`src/rtl/conv_transpose3d_scatter_engine.sv`:
```
// Single-channel 3D transposed-convolution engine.
// Loads a KxKxK weight cube, clears the output volume, scatter-accumulates
// every input voxel into it one kernel tap per cycle, then streams the result.
//
// state   | meaning
// --------+-----------------------------------------------------------
// IDLE    | waiting for start
// LOAD_W  | accepting K^3 weight beats (kd,kh,kw order, kw fastest)
// CLEAR   | zeroing one accumulator entry per cycle
// ACCUM   | accepting voxels; each one sweeps K^3 taps into the volume
// DRAIN   | streaming the accumulator volume in raster order
module conv_transpose3d_scatter_engine #(
  parameter int DATA_W = 8,
  parameter int ACC_W  = 24,
  parameter int ID     = 2,
  parameter int IH     = 2,
  parameter int IW     = 2,
  parameter int K      = 2,
  parameter int STRIDE = 1
) (
  input  logic              clk,
  input  logic              rst_n,
  input  logic              start,
  input  logic              w_valid,
  input  logic [DATA_W-1:0] w_data,
  output logic              w_ready,
  input  logic              in_valid,
  input  logic [DATA_W-1:0] in_data,
  output logic              in_ready,
  output logic              out_valid,
  output logic [ACC_W-1:0]  out_data,
  output logic              out_last,
  input  logic              out_ready,
  output logic              busy,
  output logic              done
);

  localparam int OD   = (ID - 1) * STRIDE + K;
  localparam int OH   = (IH - 1) * STRIDE + K;
  localparam int OW   = (IW - 1) * STRIDE + K;
  localparam int NOUT = OD * OH * OW;
  localparam int NTAP = K * K * K;
  localparam int AW   = (NOUT > 1) ? $clog2(NOUT) : 1;
  localparam int TW   = (NTAP > 1) ? $clog2(NTAP) : 1;
  localparam int MAX1 = (ID > IH) ? ID : IH;
  localparam int MAX2 = (IW > K) ? IW : K;
  localparam int MAXI = (MAX1 > MAX2) ? MAX1 : MAX2;
  localparam int CW   = $clog2(MAXI + 1);
  localparam int PW   = 2 * DATA_W;

  if (STRIDE < 1 || STRIDE > K) begin : g_bad_stride
    $error("conv_transpose3d_scatter_engine: STRIDE must lie in 1..K");
  end

  typedef enum logic [2:0] {
    S_IDLE,
    S_LOAD_W,
    S_CLEAR,
    S_ACCUM,
    S_DRAIN
  } state_t;

  state_t state_q, state_d;

  // tap_q doubles as the weight-load index in LOAD_W and the flat tap index in ACCUM
  logic [TW-1:0] tap_q, tap_d;
  logic [CW-1:0] kd_q, kd_d, kh_q, kh_d, kw_q, kw_d;
  logic [CW-1:0] vd_q, vd_d, vh_q, vh_d, vw_q, vw_d;
  // idx_q walks the volume in CLEAR and again in DRAIN
  logic [AW-1:0] idx_q, idx_d;
  logic          sweep_q, sweep_d;
  logic signed [DATA_W-1:0] x_q, x_d;
  logic [ACC_W-1:0] out_data_q, out_data_d;
  logic          out_last_q, out_last_d;
  logic          done_q, done_d;

  logic signed [DATA_W-1:0] w_mem   [NTAP];
  logic        [ACC_W-1:0]  acc_mem [NOUT];

  logic [AW-1:0]        tap_addr;
  logic signed [PW-1:0] prod;
  logic [ACC_W-1:0]     tap_sum;
  logic                 w_fire, tap_we, clr_we, last_tap, last_vox;

  assign out_data = out_data_q;
  assign out_last = out_last_q;
  assign done     = done_q;

  // Scatter address of the current tap and the read-modify-write sum.
  always_comb begin
    tap_addr = AW'(((int'(vd_q) * STRIDE + int'(kd_q)) * OH
                   + int'(vh_q) * STRIDE + int'(kh_q)) * OW
                   + int'(vw_q) * STRIDE + int'(kw_q));
    prod     = PW'(x_q) * PW'(w_mem[tap_q]);
    tap_sum  = acc_mem[tap_addr] + ACC_W'(prod);
  end

  // Next-state and handshake outputs.
  always_comb begin
    state_d    = state_q;
    tap_d      = tap_q;
    kd_d       = kd_q;
    kh_d       = kh_q;
    kw_d       = kw_q;
    vd_d       = vd_q;
    vh_d       = vh_q;
    vw_d       = vw_q;
    idx_d      = idx_q;
    sweep_d    = sweep_q;
    x_d        = x_q;
    out_data_d = out_data_q;
    out_last_d = out_last_q;
    done_d     = 1'b0;
    tap_we     = 1'b0;
    clr_we     = 1'b0;

    w_ready   = (state_q == S_LOAD_W);
    in_ready  = (state_q == S_ACCUM) && !sweep_q;
    out_valid = (state_q == S_DRAIN);
    busy      = (state_q != S_IDLE);
    w_fire    = w_valid && w_ready;
    last_tap  = (tap_q == TW'(NTAP - 1));
    last_vox  = (vd_q == CW'(ID - 1)) && (vh_q == CW'(IH - 1)) && (vw_q == CW'(IW - 1));

    case (state_q)
      S_IDLE: begin
        if (start) begin
          state_d = S_LOAD_W;
          tap_d   = '0;
        end
      end
      S_LOAD_W: begin
        if (w_fire) begin
          if (last_tap) begin
            tap_d   = '0;
            idx_d   = '0;
            state_d = S_CLEAR;
          end else begin
            tap_d = tap_q + TW'(1);
          end
        end
      end
      S_CLEAR: begin
        clr_we = 1'b1;
        if (idx_q == AW'(NOUT - 1)) begin
          idx_d   = '0;
          vd_d    = '0;
          vh_d    = '0;
          vw_d    = '0;
          sweep_d = 1'b0;
          state_d = S_ACCUM;
        end else begin
          idx_d = idx_q + AW'(1);
        end
      end
      S_ACCUM: begin
        if (!sweep_q) begin
          if (in_valid) begin
            x_d     = in_data;
            sweep_d = 1'b1;
            tap_d   = '0;
            kd_d    = '0;
            kh_d    = '0;
            kw_d    = '0;
          end
        end else begin
          tap_we = 1'b1;
          tap_d  = tap_q + TW'(1);
          if (kw_q == CW'(K - 1)) begin
            kw_d = '0;
            if (kh_q == CW'(K - 1)) begin
              kh_d = '0;
              kd_d = kd_q + CW'(1);
            end else begin
              kh_d = kh_q + CW'(1);
            end
          end else begin
            kw_d = kw_q + CW'(1);
          end
          if (last_tap) begin
            sweep_d = 1'b0;
            if (vw_q == CW'(IW - 1)) begin
              vw_d = '0;
              if (vh_q == CW'(IH - 1)) begin
                vh_d = '0;
                vd_d = vd_q + CW'(1);
              end else begin
                vh_d = vh_q + CW'(1);
              end
            end else begin
              vw_d = vw_q + CW'(1);
            end
            if (last_vox) begin
              state_d    = S_DRAIN;
              idx_d      = '0;
              // entry 0 may be written by this very tap, so forward it
              out_data_d = (tap_addr == '0) ? tap_sum : acc_mem[0];
              out_last_d = (NOUT == 1);
            end
          end
        end
      end
      S_DRAIN: begin
        if (out_ready) begin
          if (idx_q == AW'(NOUT - 1)) begin
            state_d    = S_IDLE;
            idx_d      = '0;
            out_data_d = '0;
            out_last_d = 1'b0;
            done_d     = 1'b1;
          end else begin
            idx_d      = idx_q + AW'(1);
            out_data_d = acc_mem[idx_q + AW'(1)];
            out_last_d = ((idx_q + AW'(1)) == AW'(NOUT - 1));
          end
        end
      end
      default: state_d = S_IDLE;
    endcase
  end

  // Control registers with synchronous active-low reset.
  always_ff @(posedge clk) begin
    if (!rst_n) begin
      state_q    <= S_IDLE;
      tap_q      <= '0;
      kd_q       <= '0;
      kh_q       <= '0;
      kw_q       <= '0;
      vd_q       <= '0;
      vh_q       <= '0;
      vw_q       <= '0;
      idx_q      <= '0;
      sweep_q    <= 1'b0;
      x_q        <= '0;
      out_data_q <= '0;
      out_last_q <= 1'b0;
      done_q     <= 1'b0;
    end else begin
      state_q    <= state_d;
      tap_q      <= tap_d;
      kd_q       <= kd_d;
      kh_q       <= kh_d;
      kw_q       <= kw_d;
      vd_q       <= vd_d;
      vh_q       <= vh_d;
      vw_q       <= vw_d;
      idx_q      <= idx_d;
      sweep_q    <= sweep_d;
      x_q        <= x_d;
      out_data_q <= out_data_d;
      out_last_q <= out_last_d;
      done_q     <= done_d;
    end
  end

  // Weight and accumulator storage; contents are not reset, CLEAR zeroes the volume.
  always_ff @(posedge clk) begin
    if (rst_n) begin
      if (w_fire) begin
        w_mem[tap_q] <= w_data;
      end
      if (clr_we) begin
        acc_mem[idx_q] <= '0;
      end else if (tap_we) begin
        acc_mem[tap_addr] <= tap_sum;
      end
    end
  end

endmodule

```
`config.mk`:
```
export PLATFORM = sky130hd
export DESIGN_NAME = conv_transpose3d_scatter_engine
export DESIGN_NICKNAME = d
export VERILOG_FILES = /design/src/rtl/conv_transpose3d_scatter_engine.sv
export SDC_FILE = /design/constraint.sdc
export NUM_CORES = 1
export LEC_CHECK = 0
export BUFFER_PORTS_ARGS = -buffer_cell sky130_fd_sc_hd__clkbuf_2
export CAP_MARGIN = 30
export CORE_ASPECT_RATIO = 0.6
export CORE_UTILIZATION = 55
export DETAILED_ROUTE_END_ITERATION = 7
export GPL_ROUTABILITY_DRIVEN = 0
export PLACE_DENSITY = 0.71
export SLEW_MARGIN = 20
export SYNTH_ARGS = -nofsm -noshare
export SYNTH_HDL_FRONTEND = slang
export SYNTH_SLANG_ARGS = --single-unit
```
`constraint.sdc`:
```
create_clock -name clk -period 14.75 [get_ports clk]
set_input_delay 1.475 -clock clk [delete_from_list [all_inputs] [get_ports clk]]
set_output_delay 1.475 -clock clk [all_outputs]
set_load 0.005 [all_outputs]
```
### Word-level counts from Yosys, hierarchy flattened

Memory sizes are Yosys's and may differ from the RTL's. A register that Yosys moved wholly into a read port is not among the register bits.
Index checks and enable logic that the tools add are counted.
W data, S select, Z words.

* register bits: 58
* bits in writable memories: 712
* input bits: 22
* output and inout port bits: 30
* word-level logic and storage cells: 172
* memories kept: 2

Memories
* acc_mem: depth 27, width 24, rd ports 3, clocked after memory_dff 0, write ports 1, RTL line 78 `logic [ACC_W-1:0] acc_mem [NOUT];`
* w_mem: depth 8, width 8, rd ports 1, clocked after memory_dff 1, write ports 1, RTL line 77 `logic signed [DATA_W-1:0] w_mem [NTAP];`

* add/sub/neg operators: 14
* multipliers: 3
* equal/unequal tests: 26
* muxes and demuxes: 85
* bitwise logic cells: 1
* reductions and logical operators: 27

Operators by type and width (count)
* $mux W24: 7
* $mux W3: 16
* $pmux W24 S2: 1
* $mux W2: 21
* $mux W5: 8
* $add A24 B24 Y24: 1
* $mux W1: 24
* $reduce_or A24 Y1: 1
* $pmux W5 S4: 1
* $mul A8 B8 Y16: 1
* $ne A2 B1 Y1 const B: 8
* $pmux W3 S5: 1
* $add A2 B1 Y2 const B: 6
* $pmux W2 S2: 3
* $reduce_and A4 Y1: 3
* $add A5 B2 Y5: 2
* $eq A2 B1 Y1 const B: 5
* $eq A5 B5 Y1 const B: 2
* $ne A2 B2 Y1 const B: 5
* $reduce_and A5 Y1: 2
* $pmux W3 S3: 1
* $reduce_and A3 Y1: 3
* $reduce_and A9 Y1: 1
* $add A6 B2 Y7: 1
* 22 further kinds: 32

### Depth between registers and ports, before layout

Gate-level depths: netlist of the first run.
An unclocked memory read counts as a cell.

* depth after elaboration: 14
* mapped depth: 41
* gate-level depth less buffers: 35

### Worst setup path after synthesis of the first run

OpenSTA, ideal clock, no wires.

* path type: reg2reg
* from: reg kd_q[0]
* to: mem acc_mem[0][21] (data pin)
* library setup time: 422 ps
* arrival time: 10216 ps
* data required time: 14328 ps
* path slack: 4112 ps
* cell stages (with the launch flop): 34
* period minus slack after synthesis: 10638 ps
* path through: dfxtp_1 -> ha_1 -> fa_1 -> fa_1 -> inv_1 -> fa_1 -> inv_1 -> ha_1 -> fa_1 -> inv_1 -> fa_1 -> inv_1 -> ha_1 -> fa_1 -> clkbuf_1 -> clkbuf_1 -> buf_1 -> clkbuf_1 -> buf_1 -> mux2i_1 -> nor2_1 -> a21oi_1 -> o21ai_0 -> ha_1 -> or4_1 -> o211a_1 -> a21oi_1 -> o21ai_1 -> o21ai_0 -> a2111oi_0 -> nor4_1 -> nand2_1 -> nand3_1 -> nor3b_1

* cells in the longest elaborated chain, start to end: 10

RTL lines
* start, declared: RTL line 67 `logic [CW-1:0] kd_q, kd_d, kh_q, kh_d, kw_q, kw_d;`
* start signal, assigned: RTL line 242 `kd_q <= kd_d;`
* $add A2 B2 Y3: RTL line 91 `tap_addr = AW'(((int'(vd_q) * STRIDE + int'(kd_q)) * OH`
* $mul A3 B2 Y5: RTL line 91
* $add A5 B2 Y6: RTL line 92 `+ int'(vh_q) * STRIDE + int'(kh_q)) * OW`
* $add A6 B2 Y7: RTL line 92
* $mul A7 B2 Y5: RTL line 92
* $add A5 B2 Y5 (2 in a row): RTL line 93 `+ int'(vw_q) * STRIDE + int'(kw_q));`
* $mem_v2 Z27 W24
* $add A24 B24 Y24: RTL line 95 `tap_sum = acc_mem[tap_addr] + ACC_W'(prod);`
* $mux W24 (no line)
* end, declared: RTL line 78

Every way passes these cells.

### Final worst setup path of the first run

* from: reg kd_q[0]
* to: mem acc_mem[13][21] (data pin)

The elaborated chain is that of the path after synthesis.

==> metrics.txt, run 1 <==
Post-CTS Resized 0; Startpoint Class flip-flop; Leak 16.2 nW; Critical Path Start kd_q[0]; Final Setup Violations 0; IO Pins 52; result of the run finished, final reports clean; most area-hungry cell type in the Yosys netlist edfxtp_1; number of global-route vias before repair 24,300; clk buf depth 3; fin worst setup slack 3.49 ns; Synth Area per Inst 15.7 um^2; post-place setup slack 3.60 ns; Worst Setup End Kind flip-flop; Crit path required time 15.08 ns; CP max-delay cell xor2_4; Yosys top cell area share 53.6%; clock sink total 773; Detailed Route Iter0 Violations 3,325; Rows 76; WL per Instance 30.7 um; hpwl dp 63.9 mm; Fin Setup TNS 0 ns; core footprint 71,700 um^2; Synth area leaders edfxtp_1, mux4_2, fa_1, dfxtp_1, mux2i_1; power per cell area 104 nW/um^2; Min Clock Period, post-route 11.26 ns; syn nets 2,698; Hold/Removal Path Class reg -> reg; slew margin rel. 32.0%; global-route wire length before repair 163 mm; Reg2Reg Depth 31; Post-synth EDFFs 712; # placed instances 3,480; kind of critical path reg -> reg; Synth async-reset ratio 0%; synth warn 0; worst hold start vh_q[1]; final core occ 61.4%; CP Data Arrival Time 11.58 ns; Initial Util 55.6%; unrepaired setup endpoints after global routing false; most common flop cell mapped by yosys edfxtp_1; Seq/Total Area, Yosys 56.7%; fin crit share 76.3%; Die Y 211 um; ANT nets after route 0; Setup Skew 0.0313 ns; most common cell in the synthesized netlist edfxtp_1; CTS tree built; worst stage delay on the critical path 0.82 ns; maximum VDD drop 0.000116 V; WL final 111 mm; Critical Path Sink acc_mem[13][21]; flops & latches, synth 773; synth-to-layout area growth 10.4%; grt ovf 0; post-CTS setup repair buffer count 0; pins over their slew limit 0; Final Hold Fails 0; top cells by count, synth edfxtp_1, mux4_2, nor2_1, a21oi_1, mux2i_1; DRC 0; Die W 350 um; share of cells above drive strength 1 24.3%; TritonRoute pass-1 iters 6; post-DR vias/cell 6.79; worst skew pair latency 0.66 ns; filler cell count 5,161; PortBufs 51; post-synthesis cell count 2,541; f_max 0.0888 GHz; largest net degree at the start of global routing 138; Critical R2R Launch kd_q[0]; final std cells w/o fill 3,617; clock transition at the registers of the reported paths 0.06 ns; R2R Setup Slk 3.49 ns; total number of vias 24,600; Cell Area, Synth 39,900 um^2; die area 73,600 um^2; CTS buffer count 74; antenna violations before repair 1; reg2reg end acc_mem[13][21]; Max-Cap Viols 0; GRT Overall Usage 31.0%; Hold Slack 0.466 ns; measured slew at the worst slew-check pin 1.02 ns; Top cell by count, worst path ha_1; H-Tree Depth 3; root buffer cell clkbuf_16; worst-path fanout max 35; CTS Hold Bufs 0; unique cell type count in the Yosys netlist 66; final net count 2,742
## power breakdown
group | internal [mW] | switching (mW) | total (mW)
clock network | 1.00 | 0.843 | 1.84
logic | 0.139 | 0.225 | 0.364
registers | 2.37 | 0.0152 | 2.38
## critical path: cells and delay by family, from the launching register on
family,cells,cell delay [ns]
adders and majority gates,10,3.57
xor gates and xnor gates,3,1.60
buffers and inverters,4,0.89
AOI/OAI and AO/OA,7,1.69
and+or+nand+nor,6,2.22
DFF,1,0.35
muxes,1,0.58
## how the worst min path moves through the flow
stage              end  slack (ns)  cells past startpoint
6_report       vh_q[1]        0.47                      1
5_1_grt        vh_q[1]        0.48                      1
4_1_cts        vh_q[1]        0.47                      1
3_5_place_dp   vh_q[1]        0.46                      1
3_3_place_gp   vh_q[1]        0.45                      1
2_1_floorplan  vh_q[1]        0.44                      1
## area by class of cell
class,instances,area (um^2),area share [%]
Antenna cell,1,2.50,0.00569
Clock buffer,93,2000,4.54
Clock inverter,39,290,0.660
Inverter,114,428,0.972
Multi-Input combinational cell,1493,16500,37.6
Sequential cell,773,22600,51.4
Tap cell,975,1220,2.77
Timing Repair Buffer,129,930,2.11
## metal layers
layer  wire length [um]  global-route usage [%]
met5                  0                       0
met4               2740                    8.02
met3              16000                    10.2
met2              49600                    46.0
met1              42800                    44.7
## cells by family (layout without fill, tap and decap cells)
logic type | after synthesis | in the layout | synth area share, %
compound gates | 363 | 363 | 5.66
xor+xnor | 52 | 52 | 1.16
fa+ha+maj | 135 | 135 | 5.42
buf+inv | 275 | 375 | 2.76
flops | 773 | 773 | 56.7
mux | 477 | 477 | 22.9
other cells | 0 | 1 | 0
simple gates | 466 | 466 | 5.39
## state kept, by name, indices dropped and copies added (netlist names), named ones only
name      flops
out_last      1
vd_q          2
kd_q          2
w_mem        64
sweep_q       1
state_q       3
acc_mem     648
vh_q          2
kh_q          2
x_q           8
done          1
idx_q         5
kw_q          2
tap_q         3
vw_q          2
out_data     24
## cells in the final DEF (no fill, tap or decap), drive strengths merged, types with 18 or more instances in the layout
cell / netlist / layout
a211oi: 35 / 35
a21oi: 132 / 132
buf: 66 / 78
clkbuf: 95 / 144
clkinv: 0 / 32
dfxtp: 61 / 61
edfxtp: 712 / 712
fa: 63 / 63
ha: 72 / 72
inv: 114 / 117
mux2i: 123 / 123
mux4: 346 / 346
nand2: 114 / 114
nand2b: 19 / 19
nand3: 18 / 18
nor2: 183 / 183
nor2b: 55 / 55
nor3: 21 / 21
o21ai: 97 / 97
xnor2: 35 / 35
## through the flow
| step | power (mW) | cell area [um^2] |
|---|---|---|
| after detailed placement | 2.79 | 41700 |
| after global routing | 4.72 | 44000 |
| after CTS | 4.60 | 43900 |
| after floorplan | 2.67 | 39900 |
| after global placement | 2.78 | 41600 |
| final | 4.59 | 44000 |
(Power assumes the default switching activity.)
==> inputs of run 2 (changes only) <==
==> constraint.sdc (replaced) <==
create_clock -name clk -period 11.4 [get_ports clk]
set_input_delay 1.14 -clock clk [delete_from_list [all_inputs] [get_ports clk]]
set_output_delay 1.14 -clock clk [all_outputs]
set_load 0.005 [all_outputs]
==> run 2 against run 1 <==
Worst hold slack gained 0.00098 ns; via count is 0.79% higher; critical path type unchanged; core utilization up 0.22 points; largest power group unchanged; global-route usage fell by 0.094 points.
==> metrics.txt, run 2 (synthesis results as in run 1) <==
result of the run finished, final reports clean; CP max-delay cell xor2_4; final net count 2,753; root buffer cell clkbuf_16; final core occ 61.6%; Fin Setup TNS 0 ns; core footprint 71,700 um^2; number of global-route vias before repair 24,400; H-Tree Depth 3; TritonRoute pass-1 iters 8; CTS tree built; WL final 111 mm; hpwl dp 66.3 mm; fin worst setup slack 0.954 ns; # placed instances 3,494; clock sink total 773; post-place setup slack 0.794 ns; post-DR vias/cell 6.82; Detailed Route Iter0 Violations 3,426; Worst Setup End Kind flip-flop; kind of critical path reg -> reg; Final Hold Fails 0; Die Y 211 um; worst-path fanout max 26; Startpoint Class flip-flop; GRT Overall Usage 31.0%; ANT nets after route 0; Min Clock Period, post-route 10.45 ns; unrepaired setup endpoints after global routing false; Top cell by count, worst path ha_1; Hold/Removal Path Class reg -> reg; delay-heaviest family, CP adder cells; Leak 16.3 nW; CTS Hold Bufs 0; pins over their slew limit 0; R2R Setup Slk 0.95 ns; Setup Skew 0.0276 ns; Crit path required time 11.78 ns; synth-to-layout area growth 10.8%; Die W 350 um; Largest register FFs 648; DRC 0; Post-CTS Resized 0; total number of vias 24,800; Final Setup Violations 0; final std cells w/o fill 3,629; grt ovf 0; CP Data Arrival Time 10.82 ns; Design Area, Final 44,200 um^2; global-route wire length before repair 164 mm; power per cell area 136 nW/um^2; maximum VDD drop 0.000116 V; Max-Cap Viols 0; most frequent cells in the layout edfxtp_1, mux4_2, nor2_1; measured slew at the worst slew-check pin 0.928 ns; largest net degree at the start of global routing 78; share of cells above drive strength 1 24.7%; placed inst area 41,800 um^2; Initial Util 55.6%; worst stage delay on the critical path 0.72 ns; WL per Instance 30.7 um; clock transition at the registers of the reported paths 0.06 ns; commonest non-fill, non-tap cell in the layout edfxtp_1; antenna violations before repair 2; slew margin rel. 36.3%; Rows 76; crit path buf inv count 6; post-CTS setup repair buffer count 0; IO Pins 52; PortBufs 51; number of diodes 0; Top reg by flops acc_mem; clk buf depth 3; CTS buffer count 72; die area 73,600 um^2; fin crit share 91.6%; f_max 0.0957 GHz; worst skew pair latency 0.65 ns
run 2: path summary, 6_finish.rpt:
| kind | startpoint | to | cells after the start |
|---|---|---|---|
| hold reg to reg | vh_q[1] | vh_q[1] | 1 |
| setup reg to reg | kd_q[0] | acc_mem[15][23] | 31 |
| setup / recovery | kd_q[0] | acc_mem[15][23] | 31 |
| hold / removal | vh_q[1] | vh_q[1] | 1 |
run 2: per-stage QoR:
stage | hold WS (ns) | power (mW)
detailed placement | 0.458 | 3.60
floorplan | 0.445 | 3.46
CTS | 0.466 | 6.03
global placement | 0.452 | 3.59
finish | 0.467 | 6.02
global route | 0.479 | 6.18
run 2: cell type report:
class | instances | area, um^2
fillers | 5207 | 27500
flip-flops and latches | 773 | 22600
multi-input cells | 1493 | 16500
clock buffers | 98 | 1960
well taps | 975 | 1220
repair buffers | 142 | 1030
inverters | 114 | 428
clock inverters | 34 | 392
run 2: where the power goes:
group	internal (mW)	total, mW	switching, mW
Combinational	0.181	0.471	0.290
Sequential	3.06	3.08	0.0190
Clock	1.38	2.46	1.08
Total	4.62	6.02	1.39
run 2: per-layer routing:
| layer | track usage, % | wire length (um) | share of wire (%) |
|---|---|---|---|
| met5 | 0 | 0 | 0 |
| met4 | 10.1 | 3740 | 3.4 |
| met3 | 9.80 | 15600 | 14 |
| met2 | 44.7 | 49000 | 44 |
| met1 | 44.9 | 43200 | 39 |
